--- config.mk ---
export PLATFORM = sky130hd
export DESIGN_NAME = branch_predict_unit
export DESIGN_NICKNAME = d
export VERILOG_FILES = /design/src/rtl/bpu_pkg.sv /design/src/rtl/bpu_btb.sv /design/src/rtl/branch_predict_unit.sv
export SDC_FILE = /design/constraint.sdc
export NUM_CORES = 1
export LEC_CHECK = 0
export CORE_ASPECT_RATIO = 0.7
export CORE_MARGIN = 2
export CORE_UTILIZATION = 20
export DETAILED_ROUTE_END_ITERATION = 10
export GPL_TIMING_DRIVEN = 1
export PLACE_DENSITY = 0.86
export SYNTH_ARGS = -nofsm -noshare
export SYNTH_HDL_FRONTEND = slang
export SYNTH_SLANG_ARGS = --single-unit
--- constraint.sdc ---
create_clock -name vclk -period 1.4
set_input_delay 0.21 -clock vclk [all_inputs]
set_output_delay 0.21 -clock vclk [all_outputs]
set_load 0.02 [all_outputs]
--- src/rtl/bpu_pkg.sv ---
// Shared constants and counter helper for the branch prediction unit.
package bpu_pkg;

    localparam logic [2:0] BR_NONE = 3'b000;
    localparam logic [2:0] BR_BEQ  = 3'b001;
    localparam logic [2:0] BR_BNE  = 3'b010;
    localparam logic [2:0] BR_BGEZ = 3'b011;
    localparam logic [2:0] BR_BLEZ = 3'b100;
    localparam logic [2:0] BR_BGTZ = 3'b101;
    localparam logic [2:0] BR_BLTZ = 3'b110;
    localparam logic [2:0] BR_RSVD = 3'b111;

    localparam logic [1:0] J_NONE = 2'b00;
    localparam logic [1:0] J_J    = 2'b01;
    localparam logic [1:0] J_JR   = 2'b10;
    localparam logic [1:0] J_JALR = 2'b11;

    localparam logic [2:0] FL_NONE   = 3'b000;
    localparam logic [2:0] FL_JUMP   = 3'b110;
    localparam logic [2:0] FL_BRANCH = 3'b111;

    localparam logic [1:0] CTR_INIT  = 2'b01;
    localparam logic [1:0] CTR_ALLOC = 2'b10;

    function automatic logic [1:0] ctr_step(input logic [1:0] ctr, input logic taken);
        if (taken) return (ctr == 2'b11) ? ctr : ctr + 2'd1;
        else       return (ctr == 2'b00) ? ctr : ctr - 2'd1;
    endfunction

endpackage

--- src/rtl/bpu_btb.sv ---
// Direct-mapped BTB with 2-bit counters: one combinational lookup port, one
// resolution write port. Writes land on the clock edge; no read bypass.
module bpu_btb
    import bpu_pkg::*;
#(
    parameter int PC_W      = 32,
    parameter int BTB_DEPTH = 64
) (
    input  logic            clk,
    input  logic            rst_n,
    input  logic [PC_W-1:0] rd_pc,
    output logic            rd_hit,
    output logic [1:0]      rd_ctr,
    output logic [PC_W-1:0] rd_target,
    input  logic            wr_en,
    input  logic [PC_W-1:0] wr_pc,
    input  logic            wr_taken,
    input  logic [PC_W-1:0] wr_target
);
    localparam int IDX_W = $clog2(BTB_DEPTH);
    localparam int TAG_W = PC_W - IDX_W - 2;

    logic [BTB_DEPTH-1:0]            valid_q;
    logic [BTB_DEPTH-1:0][TAG_W-1:0] tag_q;
    logic [BTB_DEPTH-1:0][PC_W-1:0]  tgt_q;
    logic [BTB_DEPTH-1:0][1:0]       ctr_q;

    logic [IDX_W-1:0] rd_idx, wr_idx;
    logic [TAG_W-1:0] rd_tag, wr_tag;
    logic             wr_hit;
    logic             unused_lsb;

    assign rd_idx     = rd_pc[IDX_W+1:2];
    assign rd_tag     = rd_pc[PC_W-1:IDX_W+2];
    assign wr_idx     = wr_pc[IDX_W+1:2];
    assign wr_tag     = wr_pc[PC_W-1:IDX_W+2];
    assign unused_lsb = ^{rd_pc[1:0], wr_pc[1:0]};

    assign rd_hit    = valid_q[rd_idx] && (tag_q[rd_idx] == rd_tag);
    assign rd_ctr    = ctr_q[rd_idx];
    assign rd_target = tgt_q[rd_idx];
    assign wr_hit    = valid_q[wr_idx] && (tag_q[wr_idx] == wr_tag);

    always_ff @(posedge clk or negedge rst_n) begin
        if (!rst_n) begin
            valid_q <= '0;
            tag_q   <= '0;
            tgt_q   <= '0;
            for (int i = 0; i < BTB_DEPTH; i++) ctr_q[i] <= CTR_INIT;
        end else if (wr_en) begin
            if (wr_hit) begin
                ctr_q[wr_idx] <= ctr_step(ctr_q[wr_idx], wr_taken);
                if (wr_taken) tgt_q[wr_idx] <= wr_target;
            end else if (wr_taken) begin
                // Miss on a taken branch allocates, evicting any aliasing entry.
                valid_q[wr_idx] <= 1'b1;
                tag_q[wr_idx]   <= wr_tag;
                tgt_q[wr_idx]   <= wr_target;
                ctr_q[wr_idx]   <= CTR_ALLOC;
            end
        end
    end

endmodule

--- src/rtl/branch_predict_unit.sv ---
// Branch/jump resolution and flush control. Define BPU_PREDICT_EN to build the
// BTB predictor; otherwise the unit behaves as static not-taken.
module branch_predict_unit
    import bpu_pkg::*;
#(
    parameter int PC_W      = 32,
    parameter int BTB_DEPTH = 64
) (
    input  logic            clk,
    input  logic            rst_n,
    input  logic [PC_W-1:0] IF_pc,
    output logic            IF_pred_taken,
    output logic [PC_W-1:0] IF_pred_target,
    input  logic [2:0]      Mem_Branch,
    input  logic            Mem_Zero,
    input  logic            Mem_Sign,
    input  logic [PC_W-1:0] Mem_pc,
    input  logic [PC_W-1:0] Mem_target,
    input  logic            Mem_pred_taken,
    input  logic            Mem_stall,
    input  logic [1:0]      Ex_jump,
    input  logic [PC_W-1:0] Ex_target,
    output logic            PC_flush,
    output logic            IF_ID_nop,
    output logic            ID_Ex_flush2,
    output logic [PC_W-1:0] redirect_pc
);
    logic       br_present, actual, mispredict;
    logic [2:0] flush;

    always_comb begin
        br_present = 1'b1;
        actual     = 1'b0;
        case (Mem_Branch)
            BR_BEQ:  actual = Mem_Zero;
            BR_BNE:  actual = ~Mem_Zero;
            BR_BGEZ: actual = ~Mem_Sign | Mem_Zero;
            BR_BLEZ: actual = Mem_Sign | Mem_Zero;
            BR_BGTZ: actual = ~Mem_Sign & ~Mem_Zero;
            BR_BLTZ: actual = Mem_Sign & ~Mem_Zero;
            default: br_present = 1'b0;
        endcase
    end

`ifdef BPU_PREDICT_EN
    logic            hit;
    logic [1:0]      ctr;
    logic [PC_W-1:0] target;

    bpu_btb #(.PC_W(PC_W), .BTB_DEPTH(BTB_DEPTH)) u_btb (
        .clk       (clk),
        .rst_n     (rst_n),
        .rd_pc     (IF_pc),
        .rd_hit    (hit),
        .rd_ctr    (ctr),
        .rd_target (target),
        .wr_en     (br_present & ~Mem_stall),
        .wr_pc     (Mem_pc),
        .wr_taken  (actual),
        .wr_target (Mem_target)
    );

    assign IF_pred_taken  = hit & ctr[1];
    assign IF_pred_target = IF_pred_taken ? target : '0;
    assign mispredict     = br_present & (actual != Mem_pred_taken);
`else
    logic unused_static;

    // Static not-taken: only a taken branch disagrees with the implied prediction.
    assign unused_static  = ^{clk, IF_pc, Mem_pc, Mem_pred_taken, Mem_stall};
    assign IF_pred_taken  = 1'b0;
    assign IF_pred_target = '0;
    assign mispredict     = br_present & actual;
`endif

    // An older Mem-stage branch masks any Ex-stage jump, even when predicted right.
    always_comb begin
        flush       = FL_NONE;
        redirect_pc = '0;
        if (!rst_n) begin
            flush = FL_NONE;
        end else if (br_present) begin
            if (mispredict) begin
                flush       = FL_BRANCH;
                redirect_pc = actual ? Mem_target : Mem_pc + PC_W'(4);
            end
        end else if (Ex_jump != J_NONE) begin
            flush       = FL_JUMP;
            redirect_pc = Ex_target;
        end
    end

    assign {PC_flush, IF_ID_nop, ID_Ex_flush2} = flush;

endmodule

==> results.md <==
* Largest net degree at the start of global routing at 19
* Ports at a little over 200
* Leak Pwr at between 1 and 1.5 nW
* Final setup viols at 35
* Final HPWL DP at 3790 µm
* Diode count at 0
* First-pass GRT wire length at roughly 8000 µm
* WP data required at about 1200 ps
* Final Hold Violating Endpoints at 0
* Hold-fix buffers, CTS at 0
* Arr. time, crit path at around 1500 ps
* Vias in the first global route at roughly 1500
* Clock buffer count at 0
* Cell variety after synth at 17
* Seq/Total Area, Yosys at 0%
* Area leader, netlist: o32ai_2
* Cells after DPL at approximately 340
* Starting DRT DRC Count at 23
* Worst path slowest cell: nor4b_4
* Die Y at 69.2 µm
* Site row count at 23
* Share of layout cells above drive strength 1 at roughly two fifths
* Fin crit share at 123%
* Seq_cells at 0
* Worst vdd ir at approximately 0.14 mV
* Worst Setup Slack, final at -315 ps
* Max cap viols at 0
* Worst Hold Class: input port to output pin
* Vias per Instance at ~4.2
* Share of the synthesized area in the top cell type at roughly 37%
* Core ar. at 5780 µm²
* WL per Instance at 14.4 µm
* PortBufs at 107
* Critical path type: input port to output pin
* WL final at 5200 µm
* Drt drc at 0
* Status: finished, violations left
* Crit path max fanout at 7
* Post-layout util at a little over half
* Top post-synthesis cells by count: 37 x buf_4, 33 x inv_1, 33 x nand2_1, 28 x o32ai_2
* Post-layout minimum cycle time at 1720 ps
* Most numerous cell in the Yosys netlist: buf_4
* Vias at between 1500 and 2000
* Max Slew Vio Count at 0
* Worst setup startpoint: Mem_Sign
* Fillers at roughly 540
* Ranking of synthesized cells by area: o32ai_2 37%, buf_4 23%, inv_1 10%
* Cells after Synth at 157
* Synth Area per Inst at a little under 8 µm²
* Synth-to-Final Area Change at 152%
* Cell Chain, Critical Path: buf_8 -> nor4b_4 -> nor4b_4 -> buf_6 -> buf_16 -> buf_8 -> o32ai_4 -> buf_6
* Placer Congestion at between 0.8 and 0.9
* Reg area at 0 µm²
* Starting density of the core at 21.0%
* Pwr/cell area at 388 nW/µm²
* Mapped Area at approximately 1200 µm²
* Critical Path End: redirect_pc[6]
* Die area at a little under 7000 µm²
* Yosys warnings at 0
* Pre-Repair DR Iteration Count at 4
* GRT overflow at 0
* Worst path max stage delay at approximately 310 ps
* Die Wd at between 90 and 100 µm
* Total GRT Usage at about 14%
* DRT antenna net count at 0
* RSZ-0062 raised after global routing: true
* Max Clock Freq at a little under 0.6 GHz
* Critical path endpoint category: output pin
* Hold Path Cell Cnt at 4
* Layout net count at around 430
* Startpoint Class: input port
* Final non-filler cell total at 360
* Initial antenna violation count at 0
* Violated checks: negative setup slack
## worst min path at each step
stage / from / endpoint / slack, ps
after floorplan: Ex_target[0] / redirect_pc[0] / 570
after global placement: Ex_target[7] / redirect_pc[7] / 1130
after detailed placement: Ex_target[7] / redirect_pc[7] / 1140
after CTS: Ex_target[23] / redirect_pc[23] / 1080
after global routing: Ex_target[23] / redirect_pc[23] / 1110
final: Ex_target[23] / redirect_pc[23] / 1080
## stage by stage
step	setup WS (ps)	TNS, ps	instance area, µm²	hold slack, ps	total power [W]
2_1_floorplan	-144	-1260	1620	572	0.000622
5_1_grt	-397	-11500	3060	1110	0.00125
6_report	-315	-8920	3060	1080	0.00119
4_1_cts	-371	-9810	2930	1080	0.00113
3_5_place_dp	-1230	-41300	2660	1140	0.000999
3_3_place_gp	-1220	-41000	2660	1130	0.000987
## routing by layer
layer | wire length [µm] | up-vias | GRT usage (%)
li1 | - | 732 | -
met1 | 2170 | 703 | 17.3
met2 | 2630 | 68 | 27.3
met3 | 395 | 0 | 2.52
met4 | 0 | 0 | 0
met5 | 0 | - | 0
## cells in the final DEF (no fill, tap or decap)
cell             count
buf_12               9
o32ai_4             24
clkbuf_16            1
nor4b_4              2
nor3_1               1
o31ai_4              1
bufbuf_16            1
nor2b_4              1
buf_8                4
nor3b_4              2
dlygate4sd2_1        3
o221ai_4             1
conb_1              33
and3_1               1
clkdlybuf4s50_1     64
buf_2                1
nand2_1             33
buf_4               22
buf_16               3
nor3_2               1
a221oi_4             1
inv_1               33
buf_6               35
o32ai_2              8
## cell type report
| class | instances | area [µm²] | share of cell area, % |
|---|---|---|---|
| timing repair buffer | 143 | 1610 | 52.6 |
| inverter | 33 | 124 | 4.05 |
| multi-input combinational | 109 | 1230 | 40.3 |
| tap | 75 | 93.8 | 3.06 |
## logic make-up after synthesis
kind of cell	count (synthesis)	synth area share, %
buffers and inverters	80	38.3
and+or+nand+nor	41	18.0
other	1	0.308
AOI/OAI and AO/OA	35	43.4
## what timing repair did
item / CTS / global route
setup buffers: 9 / 4
gates resized for setup: 238 / 13
pin swaps: 22 / 2
cloned: 3 / 2
endpoints found under the setup margin: 35 / 35
## worst max-delay path: cells and delay by family
kind / cells / cell delay [ps]
and+or+nand+nor: 2 / 390
buffers and inverters: 5 / 690
AOI/OAI and AO/OA: 1 / 210
## where the power goes
group          internal (W)  switching [W]  total, W  leakage (nW)
logic              0.000638       0.000549   0.00119          1.32
clock network             0              0         0             0
registers                 0              0         0             0
Power figures use the tool's default switching activity.
